==> config.mk <==
export PLATFORM = sky130hd
export DESIGN_NAME = nebula_noc_traffic_gen
export DESIGN_NICKNAME = d
export VERILOG_FILES = /design/src/rtl/nebula_noc_traffic_gen.sv
export SDC_FILE = /design/constraint.sdc
export NUM_CORES = 1
export LEC_CHECK = 0
export ABC_AREA = 1
export CELL_PAD_IN_SITES_DETAIL_PLACEMENT = 0
export CELL_PAD_IN_SITES_GLOBAL_PLACEMENT = 2
export CORE_MARGIN = 1.5
export CORE_UTILIZATION = 33
export CTS_CLUSTER_DIAMETER = 40
export DETAILED_ROUTE_END_ITERATION = 8
export GPL_TIMING_DRIVEN = 0
export PLACE_DENSITY = 0.78
export SLEW_MARGIN = 20
export SYNTH_ARGS = -nofsm -noshare
export SYNTH_HDL_FRONTEND = slang
export SYNTH_SLANG_ARGS = --single-unit
==> constraint.sdc <==
create_clock -name clk -period 4.5 [get_ports clk]
set_clock_uncertainty 0.1 [all_clocks]
set_input_delay 0.9 -clock clk [delete_from_list [all_inputs] [get_ports clk]]
set_output_delay 0.9 -clock clk [all_outputs]
set_load 0.05 [all_outputs]
==> src/rtl/nebula_noc_traffic_gen.sv <==
`default_nettype none
// ==== nebula_noc_traffic_gen: per-node NoC traffic generator/checker; NEBULA_TGEN_LAT_EN adds latency stamps ====
// ==== Rev 1.0 ====

package nebula_noc_pkg;
  localparam int NOC_COORD_WIDTH     = 2;
  localparam int NOC_PACKET_ID_WIDTH = 8;
  localparam int NOC_PAYLOAD_WIDTH   = 32;
  localparam int NOC_VC_ID_WIDTH     = 1;
  localparam logic [1:0] FLIT_TYPE_SINGLE = 2'b11;

  typedef struct packed {
    logic [1:0]                     flit_type;
    logic [NOC_VC_ID_WIDTH-1:0]     vc_id;
    logic [NOC_COORD_WIDTH-1:0]     src_x;
    logic [NOC_COORD_WIDTH-1:0]     src_y;
    logic [NOC_COORD_WIDTH-1:0]     dest_x;
    logic [NOC_COORD_WIDTH-1:0]     dest_y;
    logic [NOC_PACKET_ID_WIDTH-1:0] packet_id;
    logic [NOC_PAYLOAD_WIDTH-1:0]   payload;
  } noc_flit_t;
endpackage

module nebula_noc_traffic_gen
  import nebula_noc_pkg::*;
#(
  parameter int MESH_SIZE_X    = 2,
  parameter int MESH_SIZE_Y    = 2,
  parameter int COORD_WIDTH    = 2,
  parameter int NODE_X         = 0,
  parameter int NODE_Y         = 0,
  parameter int CNT_WIDTH      = 16,
  parameter int GAP_WIDTH      = 8,
  parameter int TIMEOUT_CYCLES = 2000
) (
  input  logic                   clk,
  input  logic                   rst_n,
  input  logic                   start_i,
  input  logic                   abort_i,
  input  logic [1:0]             cfg_mode_i,
  input  logic [COORD_WIDTH-1:0] cfg_dest_x_i,
  input  logic [COORD_WIDTH-1:0] cfg_dest_y_i,
  input  logic [CNT_WIDTH-1:0]   cfg_num_packets_i,
  input  logic [GAP_WIDTH-1:0]   cfg_gap_i,
  output logic                   tx_flit_valid_o,
  input  logic                   tx_flit_ready_i,
  output noc_flit_t              tx_flit_o,
  input  logic                   rx_flit_valid_i,
  output logic                   rx_flit_ready_o,
  input  noc_flit_t              rx_flit_i,
  output logic                   busy_o,
  output logic                   done_o,
  output logic                   tx_timeout_o,
  output logic                   rx_err_o,
  output logic [CNT_WIDTH-1:0]   tx_count_o,
  output logic [CNT_WIDTH-1:0]   rx_ok_count_o,
  output logic [CNT_WIDTH-1:0]   rx_err_count_o,
  output logic [15:0]            lat_max_o
);

  localparam int TBL  = 1 << (2 * COORD_WIDTH);
  localparam int WD_W = $clog2(TIMEOUT_CYCLES + 1);
  localparam int IDW  = NOC_PACKET_ID_WIDTH;
  localparam int PW   = NOC_PAYLOAD_WIDTH;
  localparam logic [PW-1:0]          SIG    = PW'(32'hDEAD0000);
  localparam logic [COORD_WIDTH-1:0] SELF_X = COORD_WIDTH'(NODE_X);
  localparam logic [COORD_WIDTH-1:0] SELF_Y = COORD_WIDTH'(NODE_Y);
  localparam logic [COORD_WIDTH-1:0] MAX_X  = COORD_WIDTH'(MESH_SIZE_X - 1);
  localparam logic [COORD_WIDTH-1:0] MAX_Y  = COORD_WIDTH'(MESH_SIZE_Y - 1);

  typedef enum logic [1:0] {S_IDLE = 2'd0, S_RUN = 2'd1, S_DONE = 2'd2, S_ERROR = 2'd3} state_e;

  state_e                 state_q, state_d;
  logic [1:0]             mode_q, mode_d;
  logic [COORD_WIDTH-1:0] dest_x_q, dest_x_d, dest_y_q, dest_y_d;
  logic [COORD_WIDTH-1:0] sweep_x_q, sweep_x_d, sweep_y_q, sweep_y_d;
  logic [CNT_WIDTH-1:0]   num_q, num_d, sent_q, sent_d;
  logic [GAP_WIDTH-1:0]   gap_q, gap_d, gap_cnt_q, gap_cnt_d;
  logic [WD_W-1:0]        wd_q, wd_d;
  logic                   valid_q, valid_d, rx_ready_q, rx_ready_d;
  noc_flit_t              flit_q, flit_d;
  logic                   timeout_q, timeout_d, rx_err_q, rx_err_d;
  logic [CNT_WIDTH-1:0]   tx_cnt_q, tx_cnt_d, rx_ok_q, rx_ok_d, rx_errc_q, rx_errc_d;
  logic [IDW-1:0]         txseq_q [TBL], txseq_d [TBL];
  logic [IDW-1:0]         rxseq_q [TBL], rxseq_d [TBL];
  logic [15:0]            lat_max_q, lat_max_d;
`ifdef NEBULA_TGEN_LAT_EN
  logic [15:0]            ts_q, ts_d, lat;
`endif

  logic                   load_flit, rx_pass;
  logic [1:0]             ld_mode;
  logic [COORD_WIDTH-1:0] ld_cx, ld_cy, ld_x, ld_y;
  logic [IDW-1:0]         ld_id;
  logic [2*COORD_WIDTH-1:0] rx_src;

  function automatic logic [CNT_WIDTH-1:0] sat_inc(input logic [CNT_WIDTH-1:0] v);
    return (&v) ? v : v + CNT_WIDTH'(1);
  endfunction

  function automatic logic [2*COORD_WIDTH-1:0] idx(input logic [COORD_WIDTH-1:0] x,
                                                   input logic [COORD_WIDTH-1:0] y);
    return {y, x};
  endfunction

  always_comb begin
    state_d = state_q;  mode_d = mode_q;  dest_x_d = dest_x_q;  dest_y_d = dest_y_q;
    sweep_x_d = sweep_x_q;  sweep_y_d = sweep_y_q;  num_d = num_q;  sent_d = sent_q;
    gap_d = gap_q;  gap_cnt_d = gap_cnt_q;  wd_d = wd_q;  valid_d = valid_q;  flit_d = flit_q;
    timeout_d = timeout_q;  rx_err_d = rx_err_q;  tx_cnt_d = tx_cnt_q;
    rx_ok_d = rx_ok_q;  rx_errc_d = rx_errc_q;  lat_max_d = lat_max_q;
    txseq_d = txseq_q;  rxseq_d = rxseq_q;  rx_ready_d = 1'b1;
    load_flit = 1'b0;  ld_mode = mode_q;  ld_cx = dest_x_q;  ld_cy = dest_y_q;
    ld_x = '0;  ld_y = '0;  ld_id = '0;  rx_src = '0;  rx_pass = 1'b0;
`ifdef NEBULA_TGEN_LAT_EN
    ts_d = ts_q + 16'd1;
    lat  = '0;
`endif

    if (abort_i) begin
      state_d = S_IDLE;  valid_d = 1'b0;  wd_d = '0;  gap_cnt_d = '0;
    end else begin
      case (state_q)
        S_IDLE, S_DONE: begin
          if (start_i) begin
            mode_d = cfg_mode_i;  dest_x_d = cfg_dest_x_i;  dest_y_d = cfg_dest_y_i;
            num_d = cfg_num_packets_i;  gap_d = cfg_gap_i;  sent_d = '0;  wd_d = '0;
            gap_cnt_d = '0;  sweep_x_d = '0;  sweep_y_d = '0;
            tx_cnt_d = '0;  rx_ok_d = '0;  rx_errc_d = '0;
            timeout_d = 1'b0;  rx_err_d = 1'b0;  lat_max_d = '0;
            if (cfg_num_packets_i == '0) begin
              state_d = S_DONE;
            end else begin
              state_d = S_RUN;  load_flit = 1'b1;
              ld_mode = cfg_mode_i;  ld_cx = cfg_dest_x_i;  ld_cy = cfg_dest_y_i;
            end
          end
        end
        S_RUN: begin
          if (valid_q) begin
            if (tx_flit_ready_i) begin
              txseq_d[idx(flit_q.dest_x, flit_q.dest_y)] = flit_q.packet_id + IDW'(1);
              tx_cnt_d = sat_inc(tx_cnt_q);
              wd_d     = '0;
              sent_d   = sent_q + CNT_WIDTH'(1);
              if (sent_q == num_q - CNT_WIDTH'(1)) begin
                state_d = S_DONE;  valid_d = 1'b0;
              end else begin
                if (sweep_x_q == MAX_X) begin
                  sweep_x_d = '0;
                  sweep_y_d = (sweep_y_q == MAX_Y) ? '0 : sweep_y_q + COORD_WIDTH'(1);
                end else begin
                  sweep_x_d = sweep_x_q + COORD_WIDTH'(1);
                end
                if (gap_q == '0) begin
                  load_flit = 1'b1;
                end else begin
                  valid_d = 1'b0;  gap_cnt_d = gap_q;
                end
              end
            end else if (wd_q == WD_W'(TIMEOUT_CYCLES - 1)) begin
              state_d = S_ERROR;  valid_d = 1'b0;  timeout_d = 1'b1;
            end else begin
              wd_d = wd_q + WD_W'(1);
            end
          end else if (gap_cnt_q <= GAP_WIDTH'(1)) begin
            load_flit = 1'b1;
          end else begin
            gap_cnt_d = gap_cnt_q - GAP_WIDTH'(1);
          end
        end
        default: ;
      endcase
    end

    // New flit picks its ID from the already-updated table so back-to-back same-dest packets count up.
    if (load_flit) begin
      case (ld_mode)
        2'd1:    begin ld_x = SELF_X;    ld_y = SELF_Y;    end
        2'd2:    begin ld_x = sweep_x_d; ld_y = sweep_y_d; end
        default: begin ld_x = ld_cx;     ld_y = ld_cy;     end
      endcase
      ld_id            = txseq_d[idx(ld_x, ld_y)];
      flit_d           = '0;
      flit_d.flit_type = FLIT_TYPE_SINGLE;
      flit_d.src_x     = SELF_X;
      flit_d.src_y     = SELF_Y;
      flit_d.dest_x    = ld_x;
      flit_d.dest_y    = ld_y;
      flit_d.packet_id = ld_id;
`ifdef NEBULA_TGEN_LAT_EN
      flit_d.payload   = PW'({16'hDEAD, ts_d});
`else
      flit_d.payload   = SIG + PW'(ld_id);
`endif
      valid_d = 1'b1;
    end

    if (rx_flit_valid_i && rx_ready_q) begin
      rx_src  = idx(rx_flit_i.src_x, rx_flit_i.src_y);
      rx_pass = (rx_flit_i.dest_x == SELF_X) && (rx_flit_i.dest_y == SELF_Y) &&
                (rx_flit_i.packet_id == rxseq_q[rx_src]);
`ifdef NEBULA_TGEN_LAT_EN
      rx_pass = rx_pass && (rx_flit_i.payload[PW-1 -: 16] == 16'hDEAD);
      lat     = ts_q - rx_flit_i.payload[15:0];
      if (lat > lat_max_d) lat_max_d = lat;
`else
      rx_pass = rx_pass && (rx_flit_i.payload == SIG + PW'(rx_flit_i.packet_id));
`endif
      rxseq_d[rx_src] = rx_flit_i.packet_id + IDW'(1);
      if (rx_pass) begin
        rx_ok_d = sat_inc(rx_ok_d);
      end else begin
        rx_errc_d = sat_inc(rx_errc_d);
        rx_err_d  = 1'b1;
      end
    end
  end

  always_ff @(posedge clk) begin
    if (!rst_n) begin
      state_q <= S_IDLE;  mode_q <= '0;  dest_x_q <= '0;  dest_y_q <= '0;
      sweep_x_q <= '0;  sweep_y_q <= '0;  num_q <= '0;  sent_q <= '0;
      gap_q <= '0;  gap_cnt_q <= '0;  wd_q <= '0;  valid_q <= 1'b0;  flit_q <= '0;
      rx_ready_q <= 1'b0;  timeout_q <= 1'b0;  rx_err_q <= 1'b0;
      tx_cnt_q <= '0;  rx_ok_q <= '0;  rx_errc_q <= '0;  lat_max_q <= '0;
      for (int i = 0; i < TBL; i++) begin
        txseq_q[i] <= IDW'(1);
        rxseq_q[i] <= IDW'(1);
      end
`ifdef NEBULA_TGEN_LAT_EN
      ts_q <= '0;
`endif
    end else begin
      state_q <= state_d;  mode_q <= mode_d;  dest_x_q <= dest_x_d;  dest_y_q <= dest_y_d;
      sweep_x_q <= sweep_x_d;  sweep_y_q <= sweep_y_d;  num_q <= num_d;  sent_q <= sent_d;
      gap_q <= gap_d;  gap_cnt_q <= gap_cnt_d;  wd_q <= wd_d;  valid_q <= valid_d;  flit_q <= flit_d;
      rx_ready_q <= rx_ready_d;  timeout_q <= timeout_d;  rx_err_q <= rx_err_d;
      tx_cnt_q <= tx_cnt_d;  rx_ok_q <= rx_ok_d;  rx_errc_q <= rx_errc_d;  lat_max_q <= lat_max_d;
      txseq_q <= txseq_d;  rxseq_q <= rxseq_d;
`ifdef NEBULA_TGEN_LAT_EN
      ts_q <= ts_d;
`endif
    end
  end

  logic unused_rx_fields;
  assign unused_rx_fields = ^{rx_flit_i.flit_type, rx_flit_i.vc_id};

  assign tx_flit_valid_o = valid_q;
  assign tx_flit_o       = flit_q;
  assign rx_flit_ready_o = rx_ready_q;
  assign busy_o          = (state_q == S_RUN);
  assign done_o          = (state_q == S_DONE);
  assign tx_timeout_o    = timeout_q;
  assign rx_err_o        = rx_err_q;
  assign tx_count_o      = tx_cnt_q;
  assign rx_ok_count_o   = rx_ok_q;
  assign rx_err_count_o  = rx_errc_q;
`ifdef NEBULA_TGEN_LAT_EN
  assign lat_max_o       = lat_max_q;
`else
  assign lat_max_o       = '0;
`endif

endmodule
`default_nettype wire
# --- After elaboration in Yosys (flattened, before gate mapping) ---
# Index checks and enable logic that the tools add are counted.
op_classes:
  reduce_logical: 25
  addsub: 13
  eq_ne: 23
  mux: 112
  n_bitwise: 5
  n_lt_le_gt_ge: 6
ops:
  columns: ["op", "n"]
  rows:
  - ["$mux W128", 4]
  - ["$mux W16", 18]
  - ["$bwmux W128", 2]
  - ["$mux W8", 12]
  - ["$mux W2", 33]
  - ["$add A16 B1 Y16 const B", 4]
  - ["$add A31 B9 Y32 const A", 2]
  - ["$bmux W8 S4", 2]
  - ["$demux W8 S4", 2]
  - ["$pmux W16 S2", 2]
  - ["$reduce_and A16 Y1", 3]
  - ["$mux W11", 4]
  - ["$eq A32 B32 Y1", 1]
  - ["$mux W1", 24]
  - ["$pmux W11 S2", 1]
  - ["$pmux W2 S2", 5]
  - ["$reduce_and A6 Y1", 3]
  - ["$add A8 B1 Y8 const B", 2]
  - ["$eq A16 B16 Y1", 1]
  - ["$logic_not A16 Y1", 1]
  - ["$pmux W8 S2", 1]
  - ["$sub A16 B1 Y16 const B", 1]
  - ["$ge A5 B5 Y1 const B", 3]
  - ["$ne A3 B3 Y1 const B", 5]
  - ["24 further kinds", 48]
word_totals:
  regBits: 424
  wordCells: 239

# --- Longest topological paths before layout ---
# Gate-level depths: netlist (run 1).
logic_depth:
  ltp_word: 15
  ltp_mapped: 26

# --- Worst setup path after synthesis (run 1) ---
# OpenSTA, ideal clock, no wires.
synth_path:
  kind: "input -> register"
  from: "input start_i"
  to: "register rx_errc_q[8] (netlist: rx_err_count_o[8])"
  arrival_time_ns: 3.875
  path_buffers: 4
  required_time_ns: 4.330
  path_stages: 22
  slack_ns: 0.455
  path_cell_list: "inv_1 nor2_1 inv_1 nor2_2 inv_2 buf_2 buf_2 clkbuf_1 clkbuf_1 nand2_1 inv_1 ha_1 nand2_1 nor2_1 nand2_1 nor2_1 inv_1 nor4_2 o21ai_0 o21ai_1 nand2_1 a21oi_1"
synth_between:
  elab_chain_len: 7
synth_rtl:
  columns: ["element", "line", "source"]
  rows:
  - ["from (decl)", "38", "input logic start_i,"]
  - ["$mux W16 (*)", "125", "if (start_i) begin"]
  - ["$mux W16 (*)", "123", "case (state_q)"]
  - ["$mux W16 (*)", "120", "if (abort_i) begin"]
  - ["$add A16 B1 Y16 / $reduce_and A16 Y1 (equally long branches)", "98", "return (&v) ? v : v + CNT_WIDTH'(1);"]
  - ["$mux W16", "98", null]
  - ["$mux W16", "211", "if (rx_pass) begin"]
  - ["$mux W16 (*)", "199", "if (rx_flit_valid_i && rx_ready_q) begin"]
  - ["to (signal assigned)", "239", "tx_cnt_q <= tx_cnt_d; rx_ok_q <= rx_ok_d; rx_errc_q <= rx_errc_d; lat_max_q <= lat_max_d;"]
  - ["to (decl)", "83", "logic [CNT_WIDTH-1:0] tx_cnt_q, tx_cnt_d, rx_ok_q, rx_ok_d, rx_errc_q, rx_errc_d;"]
# Every way passes the cells marked *; elsewhere a longest branch is shown, timed or not.
# A chain may end at the register's enable or synchronous reset.

# --- Worst setup path after layout (run 1) ---
layout_path:
  from: "input cfg_num_packets_i[15]"
  to: "register flit_q, in the netlist tx_flit_o[33]"
layout_between:
  elab_chain_len: 12
layout_rtl:
  columns: ["element", "line", "source"]
  rows:
  - ["from (decl)", "43", "input logic [CNT_WIDTH-1:0] cfg_num_packets_i,"]
  - ["$logic_not A16 Y1 (*)", "131", "if (cfg_num_packets_i == '0) begin"]
  - ["$mux W2", "131", null]
  - ["$mux W2", "125", null]
  - ["$mux W2", "123", null]
  - ["$mux W2", "120", null]
  - ["$eq A2 B2 Y1 / $eq A2 B1 Y1 (equally long branches)", "178", "case (ld_mode)"]
  - ["$pmux W2 S2", "178", null]
  - ["$mux W2", "177", "if (load_flit) begin"]
  - ["$not A4 Y5 (implied by the code)", "183", "ld_id = txseq_d[idx(ld_x, ld_y)];"]
  - ["$bmux W8 S4", "183", null]
  - ["$mux W8 (implied by the code) (2 in a row)", "183", null]
  - ["to (signal assigned)", "237", "gap_q <= gap_d; gap_cnt_q <= gap_cnt_d; wd_q <= wd_d; valid_q <= valid_d; flit_q <= flit_d;"]
  - ["to (decl)", "81", "noc_flit_t flit_q, flit_d;"]
# Every way passes the cells marked *; elsewhere a longest branch is shown, timed or not. The select of a mux whose other input is x is not followed.

==> results of run 1 <==
[power by group]
| part | internal, mW | total, mW | switching (mW) | leakage (nW) |
|---|---|---|---|---|
| clock | 4.64 | 6.78 | 2.14 | 1.47 |
| combinational | 0.398 | 1.32 | 0.918 | 6.56 |
| sequential | 3.53 | 3.59 | 0.0534 | 3.17 |
[critical path: cells and delay by family]
family / cells / cell delay [ns]
adders and majority gates: 1 / 0.32
buffers and inverters: 5 / 1.45
and+or+nand+nor: 10 / 1.73
AOI/OAI and AO/OA: 2 / 0.34
[through the flow]
stage          setup TNS, ns  worst slack, ns
2_1_floorplan              0            0.455
3_3_place_gp          -51.51            -2.05
3_5_place_dp          -46.51            -1.94
4_1_cts                    0           0.0446
5_1_grt                    0          0.00688
6_report                   0            0.158
[layout by cell type, fill, tap and decap left out, drive strengths merged, types with 2 or more instances in the layout]
cell type      instances
nand4                 24
o211ai                21
nand2                392
nor3                  49
a211oi                 6
xnor2                 22
a22oi                 34
o21bai                 9
a31oi                  6
buf                  103
o21a                   4
nand3b                 2
clkinv                31
o21ai                228
dfxtp                392
mux2i                112
inv                  276
clkdlybuf4s50        167
a21oi                213
a221oi                 6
clkinvlp              13
nand3                286
bufinv                20
conb                  34
clkbuf               176
o22ai                  2
xor2                  36
nor4                  20
ha                    11
or2                    6
nor2                 341
o221ai                12
nor3b                  8
[what timing repair did]
item,4_1_cts,5_1_grt
hold buffers,0,0
endpoints found under the setup margin,30,29
setup buffers,0,1
gates resized for setup,11,11
pin swaps,0,1
[per-layer routing]
metal,part of all wire [%],vias to the layer above,GRT usage [%]
met5,0,-,0
met4,1.9,0,6.42
met3,5.4,113,3.33
met2,45,584,38.0
met1,48,9347,34.6
li1,-,9591,-
[layout make-up]
class	count	area, um^2	area share, %
Tap cell	773	967	3.78
Multi-Input combinational cell	1890	9880	38.7
Inverter	281	1060	4.14
Clock inverter	59	922	3.61
Buffer	185	1030	4.04
Sequential cell	392	7850	30.7
Timing Repair Buffer	168	1680	6.57
Clock buffer	93	2170	8.51
[sequential cells by signal, indices dropped and copies added (netlist names)]
name             flops
dest_x_q             2
dest_y_q             2
gap_cnt_q            8
gap_q                8
mode_q               2
num_q               16
rx_err_count_o      16
rx_err_o             1
rx_flit_ready_o      1
rx_ok_count_o       16
rxseq_q            128
sent_q              16
state_q              2
sweep_x_q            2
sweep_y_q            2
tx_count_o          16
tx_flit_o           13
tx_flit_valid_o      1
tx_timeout_o         1
txseq_q            128
wd_q                11
[cell families after synthesis]
kind of cell	Yosys count
DFF	392
AOI/OAI and AO/OA	544
xor gates and xnor gates	58
adders and majority gates	11
muxes	112
other	1
and+or+nand+nor	1131
buffers and inverters	467
[worst min path at each step]
stage                            start            to  slack, ns
final                      txseq_q[32]   txseq_q[32]       0.35
after global routing       txseq_q[24]   txseq_q[24]       0.36
after CTS                  txseq_q[32]   txseq_q[32]       0.35
after detailed placement   txseq_q[32]   txseq_q[32]       0.34
after global placement     txseq_q[88]   txseq_q[88]       0.33
after floorplan           txseq_q[120]  txseq_q[120]       0.32
==> impl_metrics.tcl, run 1 <==
set metrics [dict create \
    cp.arrival_ns 4.73 \
    dieArea_um2 61000 \
    total_power_mw 11.7 \
    htree_levels 3 \
    whs_path_depth 2 \
    worstPathMaxFanout 10 \
    n_antenna_cell 0 \
    worst-setup-path-type "primary input to flop" \
    slew_headroom_pct 25.2 \
    firstDrtPassIters 5 \
    reg2reg_depth 13 \
    rrSetupSlack_ns 0.57 \
    cp_common_cell "nand3_1" \
    synth_top_area_share_pct 40.0 \
    coreArea_um2 58900 \
    cp-start-kind "primary input" \
    crit_path_end "tx_flit_o[33]" \
    cpPeakStageDelay_ns 0.53 \
    finalHoldViolCount 0 \
    cp.required_ns 4.89 \
    io_buffers 167 \
    setup_violations 0 \
    die_w_um 247 \
    first_iter_violations 1413 \
    grt_pass1_vias 18868 \
    cts-root-buf "clkbuf_16" \
    yosys_warnings 0 \
    postLayoutCoreUtil_pct 43.4 \
    rr_endpoint "tx_flit_o[35]" \
    drtAntennaViolNets 0 \
    hold_path_class "flop to flop" \
    synthXorXnorAreaFrac_pct 2.59 \
    antenna_found_initial 0 \
    synth_cell_type_count 50 \
    report.final.slew_viol_count 0 \
    clock-sinks 392 \
    fin_area_um2 25600 \
    cts_made_buffers 81 \
    status "completed" \
    worstMarginPinSlew_ns 1.12 \
    dp_cells 3689 \
    netlist_instances 2716 \
    synth_common_cells "dfxtp_1, nand2_1, nor2_1, nand3_1, inv_1" \
    total_leakage_power_nw 11.2 \
    synth-simple-area-share_pct 25.2 \
    vdd_drop_max_v 0.000241 \
    synth_edf_count 0 \
    synth_compound_area_share_pct 15.3 \
    max_freq_mhz 230 \
    worstSkewPairLatency_ns 0.61 \
    placementRows 89 \
    start_util_pct 33.3 \
    io-pin-count 208 \
    path_clk_slew_ns 0.05 \
    placed_area_um2 22400 \
    cp-startpoint "cfg_num_packets_i[15]" \
    vias_per_cell 5.11 \
    maxCapViolations 0 \
    grt_max_degree 20 \
    dp_hpwl_um 54200 \
    nets 3097 \
    gp_congestion 0.866 \
    worstPathCellList "clkdlybuf4s50_1 -> nor2_1 -> nand2_1 -> nor4_4 -> nor2_4 -> o21ai_0 -> inv_1 -> ha_1 -> o211ai_1 -> buf_2 -> clkbuf_1 -> nand3_1 -> nand3_1 -> nand3_1 -> nand3_1 -> nand3_1 -> nand2_1 -> inv_1" \
    power.density_nw_per_um2 457 \
    syn_to_final_growth_pct 30.2 \
    worst_path_max_delay_cell "clkbuf_1" \
    syn_avg_cell_area_um2 7.23 \
    synth.largest_area_cell "dfxtp_1" \
    fin_cells 3841 \
    synth_top_family_by_area "simple AND/OR/NAND/NOR gates" \
    synthArstFlopShare_pct 0 \
    ys_top_cells_by_area "dfxtp_1, nand2_1, nand3_1, nor2_1, mux2i_1" \
    synth-main-ff-cell "dfxtp_1" \
    reg2reg_from "tx_flit_o[32]" \
    grt_pass1_wl_um 113000 \
    drc_errors 0 \
    fin_crit_ns 4.34 \
    fin_crit_sh_pct 96.5 \
    drive_gt1_share_pct 9.26 \
    cts_tree "yes" \
    groute.usage.overall_pct 24.2 \
    setup.worst_path.end_class "flop" \
    grt_setup_unrepaired "false" \
    die_y_um 247 \
    syn-cell-area_um2 19600 \
    ys_ff_latch 392 \
    clockBufferDepth 3 \
    synth_most_common_cell "dfxtp_1" \
    num_vias 19635 \
    muxShareOfSynthArea_pct 5.71 \
    wirelength_um 74000 \
    ys_seq_area_share_pct 40.0 \
    wl_per_cell_um 19.3 \
    grt_overflow 0 \
    whs_ns 0.349 \
    yosys.area_share.adder_pct 0.701 \
    fillers 6088 \
]
Note: power is estimated with default switching activity, not from simulation.
==> run 2, diff against run 1 <==
--- a/config.mk
+++ b/config.mk
@@ -14,6 +14,7 @@
 export DETAILED_ROUTE_END_ITERATION = 8
 export GPL_TIMING_DRIVEN = 0
 export PLACE_DENSITY = 0.78
+export SETUP_SLACK_MARGIN = 0.4
 export SLEW_MARGIN = 20
 export SYNTH_ARGS = -nofsm -noshare
 export SYNTH_HDL_FRONTEND = slang
==> run 2 against run 1 <==
Sequential share of layout area decreased by 0.14 points. Final cell count is 0.10% higher. Largest cell class unchanged. Total power grew 0.14%. Via count hardly changed. Critical path depth unchanged. Highest routed layer unchanged. Register-to-register slack is essentially flat. First-iteration DRC count is 6.4% lower. Count of clock-buffer cells in the layout is the same. Setup slack gained 0.35 ns. Global-route usage about the same. Core utilization rose by 0.19 points.
==> impl_metrics.tcl, run 2 (same netlist as run 1, synthesis figures left out) <==
set metrics [dict create \
    worst-setup-path-type "primary input to flop" \
    worstPathCellList "clkdlybuf4s50_1 -> nor2_1 -> nand2_1 -> nor4_4 -> nor2_4 -> o21ai_0 -> inv_1 -> ha_1 -> o211ai_1 -> clkbuf_4 -> buf_2 -> nand3_1 -> nand3_1 -> nand3_1 -> nand3_1 -> nand3_1 -> nand2_1 -> inv_1" \
    num_vias 19616 \
    start_util_pct 33.3 \
    grt_max_degree 15 \
    cp.required_ns 4.89 \
    final_common_cell "dfxtp_1" \
    n_antenna_cell 0 \
    final_cell_mix "dfxtp_1, nand2_1, nor2_1, nand3_1, inv_1" \
    cp-start-kind "primary input" \
    maxCapViolations 0 \
    grt_pass1_vias 18899 \
    io_buffers 167 \
    postCtsHoldBufs 0 \
    dp_hpwl_um 54200 \
    gp_congestion 0.866 \
    htree_levels 3 \
    route.met3.wl_um 4060 \
    vias_per_cell 5.10 \
    cts_made_buffers 81 \
    max_freq_mhz 250 \
    cp.arrival_ns 4.39 \
    cp_common_cell "nand3_1" \
    setup.worst_path.end_class "flop" \
    path_buf_inv 5 \
    top_layer "met4" \
    nets 3101 \
    firstDrtPassIters 5 \
    power.density_nw_per_um2 456 \
    vdd_drop_max_v 0.000241 \
    coreArea_um2 58900 \
    drt-met1-wl_um 35900 \
    antenna_found_initial 0 \
    fin_crit_sh_pct 88.7 \
    first_iter_violations 1322 \
    total_leakage_power_nw 11.3 \
    slew_headroom_pct 25.5 \
    die_y_um 247 \
    grt_pass1_wl_um 113000 \
    grt_overflow 0 \
    tns_ns 0 \
    worstSkewPairLatency_ns 0.62 \
    cpPeakStageDelay_ns 0.50 \
    total_power_mw 11.7 \
    critical-path-top-delay-family "simple AND/OR/NAND/NOR gates" \
    drtAntennaViolNets 0 \
    setup_violations 0 \
    wl_per_cell_um 19.3 \
    fin_crit_ns 3.99 \
    drc_errors 0 \
    drive_gt1_share_pct 9.96 \
    status "completed" \
    worstPathMaxFanout 10 \
    report.final.slew_viol_count 0 \
    worstMarginPinSlew_ns 1.12 \
    cts_tree "yes" \
    clock-sinks 392 \
    path_clk_slew_ns 0.05 \
    groute.usage.overall_pct 24.3 \
    worst_path_max_delay_cell "clkdlybuf4s50_1" \
    hold_path_class "flop to flop" \
    dieArea_um2 61000 \
    wirelength_um 74200 \
    wl_met2_um 32800 \
    finalHoldViolCount 0 \
    clockBufferDepth 3 \
    cts-root-buf "clkbuf_16" \
    reg_top3 "rxseq_q (128), txseq_q (128)" \
    syn_to_final_growth_pct 30.8 \
    io-pin-count 208 \
    postLayoutCoreUtil_pct 43.6 \
    placementRows 89 \
    die_w_um 247 \
    grt_setup_unrepaired "false" \
]
[run 2: final timing paths]
kind	startpoint	to	slack, ns	cells after the start
worst max-delay path	cfg_num_packets_i[10]	tx_flit_o[33]	0.51	18
worst max register to register	tx_flit_o[32]	tx_flit_o[35]	0.58	13
worst min register to register	txseq_q[32]	txseq_q[32]	0.34	2
worst min-delay path	txseq_q[32]	txseq_q[32]	0.34	2
[run 2: cell type report]
type | count | area (um^2)
Buffer | 186 | 1060
Tap cell | 773 | 967
Clock buffer | 93 | 2170
Inverter | 281 | 1060
Multi-Input combinational cell | 1890 | 9930
Timing Repair Buffer | 171 | 1700
Clock inverter | 59 | 922
Sequential cell | 392 | 7850
Fill cell | 6072 | 33200
[run 2: what timing repair did]
item | 4_1_cts | 5_1_grt
endpoints found under the setup margin | 37 | 31
setup buffers | 2 | 2
gates resized for setup | 29 | 27
pin swaps | 2 | 2
[run 2: through the flow]
step | hold WS, ns | setup WS, ns | std cells | instance area, um^2
floorplan | 0.319 | 0.455 | 2749 | 19800
global placement | 0.329 | -2.05 | 3689 | 22400
detailed placement | 0.335 | -1.94 | 3689 | 22400
CTS | 0.346 | 0.402 | 3843 | 25600
global route | 0.364 | 0.403 | 3845 | 25700
finish | 0.344 | 0.507 | 3845 | 25700
[run 2: per-layer routing]
layer  up-vias  global-route usage (%)
li1       9605                       -
met1      9335                    34.7
met2       570                    38.0
met3       106                    3.33
met4         0                    6.37
met5         -                       0
[run 2: tightest hold or removal path, cell delays in order (launching register included)]
cell and delay [ns]:
dfxtp_1 0.30, a21oi_1 0.06, nand2_1 0.05
[run 2: power by group]
part	total [mW]	internal [mW]	switching (mW)	leakage (nW)
clock	6.79	4.64	2.15	1.47
sequential	3.59	3.53	0.0534	3.17
combinational	1.33	0.404	0.922	6.61
